==> config.mk <==
export PLATFORM = sky130hd
export DESIGN_NAME = pixel_writer
export DESIGN_NICKNAME = d
export VERILOG_FILES = /design/src/rtl/gfx_pkg.sv /design/src/rtl/pw_fifo.sv /design/src/rtl/pixel_writer.sv
export SDC_FILE = /design/constraint.sdc
export NUM_CORES = 1
export LEC_CHECK = 0
export BUFFER_PORTS_ARGS = -buffer_cell sky130_fd_sc_hd__buf_2
export CAP_MARGIN = 20
export CORE_ASPECT_RATIO = 0.5
export CORE_MARGIN = 2
export CORE_UTILIZATION = 35
export DETAILED_ROUTE_END_ITERATION = 12
export GPL_ROUTABILITY_DRIVEN = 0
export PLACE_DENSITY = 0.62
export SLEW_MARGIN = 10
export SYNTH_ARGS = -nofsm -noshare
export SYNTH_HDL_FRONTEND = slang
export SYNTH_SLANG_ARGS = --single-unit
==> constraint.sdc <==
create_clock -name clk -period 2.4 [get_ports clk]
set_input_delay 0.36 -clock clk [delete_from_list [all_inputs] [get_ports clk]]
set_output_delay 0.36 -clock clk [all_outputs]
set_load 0.005 [all_outputs]
==> src/rtl/gfx_pkg.sv <==
// Shared definitions for the graphics command path: default geometry, command
// opcodes, the pixel-writer FSM encoding and small arithmetic helpers.
package gfx_pkg;

  localparam int unsigned COORD_W       = 8;
  localparam int unsigned COLOR_W       = 8;
  localparam int unsigned FB_WIDTH      = 256;
  localparam int unsigned FB_HEIGHT     = 192;
  localparam int unsigned ADDR_W        = 16;
  localparam int unsigned PW_FIFO_DEPTH = 4;

  // Command opcodes of the upstream command control unit
  localparam logic [7:0] CMD_POINT = 8'd80;
  localparam logic [7:0] CMD_LINE  = 8'd76;

  typedef enum logic [1:0] {
    ST_IDLE  = 2'd0,
    ST_WRITE = 2'd1,
    ST_CLEAR = 2'd2
  } pw_state_e;

  // Saturating increment for 8-bit event counters
  function automatic logic [7:0] sat_inc8(input logic [7:0] v);
    return (v == 8'hFF) ? v : v + 8'd1;
  endfunction

endpackage

==> src/rtl/pw_fifo.sv <==
// Synchronous FIFO holding plotted pixels ahead of the framebuffer writer.
// Ports:
//   clk, rst_n   clock and asynchronous active-low reset
//   push_i       write wdata_i (ignored when full)
//   wdata_i      entry to store
//   pop_i        drop the head entry (ignored when empty)
//   rdata_o      current head entry (valid when !empty_o)
//   empty_o      no entries held
//   full_o       DEPTH entries held
module pw_fifo #(
  parameter int unsigned WIDTH = 24,
  parameter int unsigned DEPTH = 4
) (
  input  logic             clk,
  input  logic             rst_n,
  input  logic             push_i,
  input  logic [WIDTH-1:0] wdata_i,
  input  logic             pop_i,
  output logic [WIDTH-1:0] rdata_o,
  output logic             empty_o,
  output logic             full_o
);

  localparam int unsigned PTR_W = $clog2(DEPTH);

  // Pointers carry one extra wrap bit to tell full from empty
  logic [PTR_W:0]   wr_ptr_q, rd_ptr_q;
  logic [WIDTH-1:0] mem_q [DEPTH];
  logic             push_ok, pop_ok;

  assign empty_o = (wr_ptr_q == rd_ptr_q);
  assign full_o  = (wr_ptr_q[PTR_W] != rd_ptr_q[PTR_W]) &&
                   (wr_ptr_q[PTR_W-1:0] == rd_ptr_q[PTR_W-1:0]);
  assign rdata_o = mem_q[rd_ptr_q[PTR_W-1:0]];

  assign push_ok = push_i && !full_o;
  assign pop_ok  = pop_i && !empty_o;

  // Storage and pointer update; push and pop may coincide
  always_ff @(posedge clk or negedge rst_n) begin
    if (!rst_n) begin
      wr_ptr_q <= '0;
      rd_ptr_q <= '0;
      for (int i = 0; i < int'(DEPTH); i++) mem_q[i] <= '0;
    end else begin
      if (push_ok) begin
        mem_q[wr_ptr_q[PTR_W-1:0]] <= wdata_i;
        wr_ptr_q <= wr_ptr_q + (PTR_W+1)'(1);
      end
      if (pop_ok) begin
        rd_ptr_q <= rd_ptr_q + (PTR_W+1)'(1);
      end
    end
  end

endmodule

==> src/rtl/pixel_writer.sv <==
// Pixel writer: buffers plotted pixels, clips them to the framebuffer, forms
// linear addresses and issues framebuffer writes over a req/ack port. Also
// fills the whole screen with one colour on request.
// Ports:
//   clk, rst_n                        clock, asynchronous active-low reset
//   plot_valid/plot_ready             pixel handshake (ready is combinational)
//   plot_x, plot_y, plot_color        offered pixel
//   clr_start, clr_color              full-screen clear request and fill colour
//   mem_req/mem_addr/mem_data/mem_ack framebuffer write port
//   busy                              work queued, outstanding or pending
//   clip_count                        saturating count of clipped pixels
module pixel_writer #(
  parameter int unsigned COORD_W    = gfx_pkg::COORD_W,
  parameter int unsigned COLOR_W    = gfx_pkg::COLOR_W,
  parameter int unsigned FB_WIDTH   = gfx_pkg::FB_WIDTH,
  parameter int unsigned FB_HEIGHT  = gfx_pkg::FB_HEIGHT,
  parameter int unsigned ADDR_W     = gfx_pkg::ADDR_W,
  parameter int unsigned FIFO_DEPTH = gfx_pkg::PW_FIFO_DEPTH
) (
  input  logic               clk,
  input  logic               rst_n,
  input  logic               plot_valid,
  output logic               plot_ready,
  input  logic [COORD_W-1:0] plot_x,
  input  logic [COORD_W-1:0] plot_y,
  input  logic [COLOR_W-1:0] plot_color,
  input  logic               clr_start,
  input  logic [COLOR_W-1:0] clr_color,
  output logic               mem_req,
  output logic [ADDR_W-1:0]  mem_addr,
  output logic [COLOR_W-1:0] mem_data,
  input  logic               mem_ack,
  output logic               busy,
  output logic [7:0]         clip_count
);

  import gfx_pkg::*;

  localparam int unsigned ENT_W     = 2*COORD_W + COLOR_W;
  localparam int unsigned FB_PIXELS = FB_WIDTH * FB_HEIGHT;
  localparam int unsigned XB        = $clog2(FB_WIDTH);
  localparam bit          W_POW2    = (FB_WIDTH == (32'd1 << XB));

  // Registered state and outputs
  pw_state_e          state_q, state_d;
  logic               mem_req_q, mem_req_d;
  logic [ADDR_W-1:0]  mem_addr_q, mem_addr_d;
  logic [COLOR_W-1:0] mem_data_q, mem_data_d;
  logic               clr_pend_q, clr_pend_d;
  logic               clr_act_q, clr_act_d;
  logic [COLOR_W-1:0] clr_color_q, clr_color_d;
  logic [7:0]         clip_cnt_q, clip_cnt_d;

  // FIFO interface
  logic               fifo_push, fifo_pop, fifo_empty, fifo_full;
  logic [ENT_W-1:0]   fifo_wdata, fifo_head;
  logic [COORD_W-1:0] head_x, head_y;
  logic [COLOR_W-1:0] head_c;
  logic               head_in_range;
  logic [ADDR_W-1:0]  head_addr;

  assign plot_ready = !fifo_full && !clr_pend_q && !clr_act_q;
  assign fifo_push  = plot_valid && plot_ready;
  assign fifo_wdata = {plot_x, plot_y, plot_color};

  pw_fifo #(
    .WIDTH (ENT_W),
    .DEPTH (FIFO_DEPTH)
  ) u_fifo (
    .clk     (clk),
    .rst_n   (rst_n),
    .push_i  (fifo_push),
    .wdata_i (fifo_wdata),
    .pop_i   (fifo_pop),
    .rdata_o (fifo_head),
    .empty_o (fifo_empty),
    .full_o  (fifo_full)
  );

  assign head_x = fifo_head[ENT_W-1 -: COORD_W];
  assign head_y = fifo_head[COLOR_W +: COORD_W];
  assign head_c = fifo_head[COLOR_W-1:0];

  // Clip check on the FIFO head
  assign head_in_range = (32'(head_x) < FB_WIDTH) && (32'(head_y) < FB_HEIGHT);

  // Linear address of the head; a power-of-two row width reduces to a concatenation
  always_comb begin
    if (W_POW2) begin
      head_addr = ADDR_W'((32'(head_y) << XB) | 32'(head_x));
    end else begin
      head_addr = ADDR_W'(32'(head_y) * FB_WIDTH + 32'(head_x));
    end
  end

  // Next-state logic: FSM, clear request capture, clip counter
  always_comb begin
    state_d     = state_q;
    mem_req_d   = mem_req_q;
    mem_addr_d  = mem_addr_q;
    mem_data_d  = mem_data_q;
    clr_pend_d  = clr_pend_q;
    clr_act_d   = clr_act_q;
    clr_color_d = clr_color_q;
    clip_cnt_d  = clip_cnt_q;
    fifo_pop    = 1'b0;

    // A clear request already pending or running swallows further requests
    if (clr_start && !clr_pend_q && !clr_act_q) begin
      clr_pend_d  = 1'b1;
      clr_color_d = clr_color;
    end

    case (state_q)
      ST_IDLE: begin
        if (!fifo_empty) begin
          fifo_pop = 1'b1;
          if (head_in_range) begin
            mem_req_d  = 1'b1;
            mem_addr_d = head_addr;
            mem_data_d = head_c;
            state_d    = ST_WRITE;
          end else begin
            clip_cnt_d = sat_inc8(clip_cnt_q);
          end
        end else if (clr_pend_q) begin
          clr_pend_d = 1'b0;
          clr_act_d  = 1'b1;
          mem_req_d  = 1'b1;
          mem_addr_d = '0;
          mem_data_d = clr_color_q;
          state_d    = ST_CLEAR;
        end
      end

      ST_WRITE: begin
        if (mem_ack) begin
          // Chain straight into the next in-range pixel; clipping waits for IDLE
          if (!fifo_empty && head_in_range) begin
            fifo_pop   = 1'b1;
            mem_addr_d = head_addr;
            mem_data_d = head_c;
          end else begin
            mem_req_d = 1'b0;
            state_d   = ST_IDLE;
          end
        end
      end

      ST_CLEAR: begin
        if (mem_ack) begin
          if (mem_addr_q == ADDR_W'(FB_PIXELS - 1)) begin
            mem_req_d = 1'b0;
            clr_act_d = 1'b0;
            state_d   = ST_IDLE;
          end else begin
            mem_addr_d = mem_addr_q + ADDR_W'(1);
          end
        end
      end

      default: begin
        mem_req_d = 1'b0;
        state_d   = ST_IDLE;
      end
    endcase
  end

  // State registers
  always_ff @(posedge clk or negedge rst_n) begin
    if (!rst_n) begin
      state_q     <= ST_IDLE;
      mem_req_q   <= 1'b0;
      mem_addr_q  <= '0;
      mem_data_q  <= '0;
      clr_pend_q  <= 1'b0;
      clr_act_q   <= 1'b0;
      clr_color_q <= '0;
      clip_cnt_q  <= '0;
    end else begin
      state_q     <= state_d;
      mem_req_q   <= mem_req_d;
      mem_addr_q  <= mem_addr_d;
      mem_data_q  <= mem_data_d;
      clr_pend_q  <= clr_pend_d;
      clr_act_q   <= clr_act_d;
      clr_color_q <= clr_color_d;
      clip_cnt_q  <= clip_cnt_d;
    end
  end

  assign mem_req    = mem_req_q;
  assign mem_addr   = mem_addr_q;
  assign mem_data   = mem_data_q;
  assign clip_count = clip_cnt_q;
  assign busy       = !fifo_empty || mem_req_q || clr_pend_q || clr_act_q;

endmodule
==> results.json <==
{
  "outcome": "complete, no violations",
  "insertion_delay_ns": 0.42,
  "fin_skew_ns": 0.006707,
  "end_kind": "flip-flop",
  "dp_cells": 841,
  "fin_setup_tns_ns": 0,
  "antenna_found_initial": 1,
  "setup-violations-final": 0,
  "yosysUniqueCellTypes": 52,
  "hold_start": "clr_color[2]",
  "drt-initial-drc-count": 322,
  "rr_startpoint": "u_fifo.rd_ptr_q[0]",
  "synthFlopType": "dfrtp_1",
  "finalCriticalPeriod_ns": 2.226,
  "synth-simple-area-share": 0.05841,
  "seqCellArea_mm2": 0.003679,
  "nFillCells": 1797,
  "ys_seq_elements": 147,
  "grt_max_degree": 59,
  "maxCapViolCount": 0,
  "grt_overflow_total": 0,
  "synth_area_mm2": 0.007025,
  "slew-limit-headroom": 0.5404,
  "worstMarginPinSlew_ns": 0.6831,
  "antenna_left": 0,
  "cts_tree": "built",
  "syn-instance-count": 511,
  "die_h_um": 104.2,
  "grt_pass1_wl_um": 25560,
  "synth.largest_area_cell": "dfrtp_1",
  "initial_core_util": 0.3594,
  "drc": 0,
  "slew_violations": 0,
  "syn2layout_area_growth_pct": 19.55,
  "holdWs_ns": 0.1650,
  "synth_top_family_by_area": "multiplexers",
  "synthArstFlopShare": 1.000,
  "muxShareOfSynthArea": 0.2798,
  "hold_viol_final": 0,
  "synth_nets": 559,
  "synth_common_cells": "dfrtp_1 (147), mux2_2 (125), mux4_2 (22)",
  "synth-edff-count": 0,
  "clkTransAtPathRegs_ns": 0.06,
  "p_per_area_mw_per_mm2": 773.2,
  "drtPass1Iterations": 4,
  "required_ns": 2.71,
  "yosys.cell_count.top_type": "dfrtp_1",
  "post-dp-hpwl_um": 10690,
  "io_buffers": 71,
  "syn_area_per_cell_um2": 13.75,
  "cts.path.max_buffers": 2,
  "synth_compound_area_frac": 0.07427,
  "cts_root_buf": "clkbuf_16",
  "leakagePower_nw": 4.171,
  "rows": 36,
  "path_class": "flip-flop to flip-flop",
  "p_total_w": 0.006495,
  "viasPerCell": 5.186,
  "p_sw_frac": 0.2881,
  "fmax_ghz": 0.4492,
  "multi_input_area_mm2": 0.003167,
  "start_kind": "flip-flop",
  "setup.worst_path.start": "u_fifo.rd_ptr_q[0]",
  "worst_hold_path_type": "primary input to flip-flop",
  "power_switching_w": 0.001871,
  "synth_warnings": 0,
  "cts_max_level": 4,
  "min_period_over_period": 0.9276,
  "seqPwrFrac": 0.398,
  "cts_resized": 0,
  "yosys.area.top_type_share": 0.5236,
  "yosys-top-cells-area": "dfrtp_1 (52%), mux2_2 (20%), mux4_2 (7.1%), ha_1 (2.0%), o41ai_1 (1.5%)",
  "io_pins": 72,
  "drt_wl_total_um": 15810,
  "p_int_w": 0.004624,
  "rsz0062_at_grt": "no",
  "critPathMaxFanout": 16,
  "comb_power_share": 0.200,
  "grt_usage": 0.1564,
  "cp.arrival_ns": 2.54,
  "die_w_um": 204.4,
  "drive_gt1_frac": 0.4605,
  "cts_sinks": 147,
  "grt_pass1_vias": 4590,
  "die_area_mm2": 0.02129,
  "fin_cells": 875,
  "clockPowerShare": 0.402,
  "synth-xor-area-share": 0.01870,
  "cts_inserted_buffers": 17,
  "nets": 643,
  "core_mm2": 0.01955,
  "vias": 4538,
  "synthAdderAreaFrac": 0.01959,
  "ir_drop_mv": 0.5202,
  "ys_seq_area_frac": 0.5236,
  "detail_route.wl_per_cell_um": 18.07
}
[area by class of cell]
type | instances | area share
diodes | 1 | 0.0002979
flip-flops and latches | 147 | 0.4380
repair buffers | 95 | 0.07225
multi-input cells | 326 | 0.3770
well taps | 266 | 0.03962
inverters | 8 | 0.003575
clock inverters | 10 | 0.01162
clock buffers | 22 | 0.05765
[registers in the layout, summed over array words and instances (netlist names)]
register	cells
clr_pend_q	1
state_q	2
clr_color_q	8
clip_count	8
u_fifo.rd_ptr_q	3
u_fifo.mem_q	96
mem_data	8
mem_req	1
u_fifo.wr_ptr_q	3
clr_act_q	1
mem_addr	16
[cells in the final DEF, fill, tap and decap left out, types with 3 or more instances in the layout]
| cell | instances |
|---|---|
| clkinvlp_4 | 3 |
| buf_12 | 5 |
| nor2_1 | 10 |
| clkbuf_8 | 4 |
| buf_2 | 70 |
| nor4_1 | 4 |
| mux2_2 | 125 |
| o21ai_1 | 9 |
| nand4_1 | 7 |
| clkbuf_16 | 17 |
| inv_1 | 8 |
| xor2_1 | 3 |
| mux4_2 | 22 |
| nor3_1 | 6 |
| nand2_1 | 20 |
| buf_4 | 18 |
| a21oi_1 | 12 |
| xnor2_1 | 12 |
| o21a_1 | 3 |
| a31oi_1 | 5 |
| a31o_2 | 3 |
| a41oi_1 | 3 |
| dfrtp_1 | 147 |
| o41ai_1 | 12 |
| o21ai_0 | 8 |
| and3_1 | 6 |
| a32oi_1 | 3 |
| nand3b_1 | 3 |
| ha_1 | 11 |
| nand3_1 | 10 |
[power groups by stage]
| stage | sequential, W | combinational [W] | clock [W] |
|---|---|---|---|
| global placement | 0.00263 | 0.00131 | 0 |
| floorplan | 0.00260 | 0.000934 | 0 |
| CTS | 0.00259 | 0.00131 | 0.00265 |
| finish | 0.00259 | 0.00130 | 0.00261 |
| detailed placement | 0.00263 | 0.00131 | 0 |
| global route | 0.00259 | 0.00142 | 0.00276 |
[layer usage]
layer	wire length, um	up-vias	global-route usage
li1	-	2105	-
met1	7689	2351	0.2201
met3	617	14	0.03759
met5	0	-	0
met2	7327	68	0.2373
met4	175	0	0.05124
[stage by stage]
stage | setup slack [ns] | utilization | area, um2
6_report | 0.1737 | 0.4297 | 8399
5_1_grt | 0.08460 | 0.4295 | 8397
4_1_cts | 0.1708 | 0.4295 | 8397
3_5_place_dp | 0.1744 | 0.3993 | 7805
3_3_place_gp | 0.2298 | 0.3993 | 7805
2_1_floorplan | 0.1334 | - | 7025
[kinds of logic after synthesis]
logic type               count (synthesis)
AND/OR/NAND/NOR                         77
adder cells (fa/ha/maj)                 11
AO/OA/AOI/OAI                           73
multiplexers                           150
flip-flops                             147
buffers and inverters                   38
XOR/XNOR                                15
[critical path: stages, from the launching register on]
cell and delay (ns):
dfrtp_1 0.48, mux4_2 0.59, nand2_4 0.13, o2bb2a_4 0.24, nor2_2 0.12, buf_4 0.20, mux2_2 0.35
[timing repair]
item / in CTS / in global routing
buffers inserted: 0 / 0
hold buffers: 1 / 0
endpoints found under the hold margin: 40 / 0
[final timing paths]
| path | slack (ns) | endpoint | depth (start not counted) |
|---|---|---|---|
| setup / recovery | 0.17 | mem_data[2] | 6 |
| max in group asynchronous | 1.33 | mem_addr[9] | 3 |
| setup reg to reg | 0.17 | mem_data[2] | 6 |
| min in group asynchronous | 0.42 | u_fifo.mem_q[9] | 2 |
| hold reg to reg | 0.49 | clip_count[5] | 1 |
| hold / removal | 0.17 | clr_color_q[2] | 2 |
Note: power is estimated with default switching activity, not from simulation.
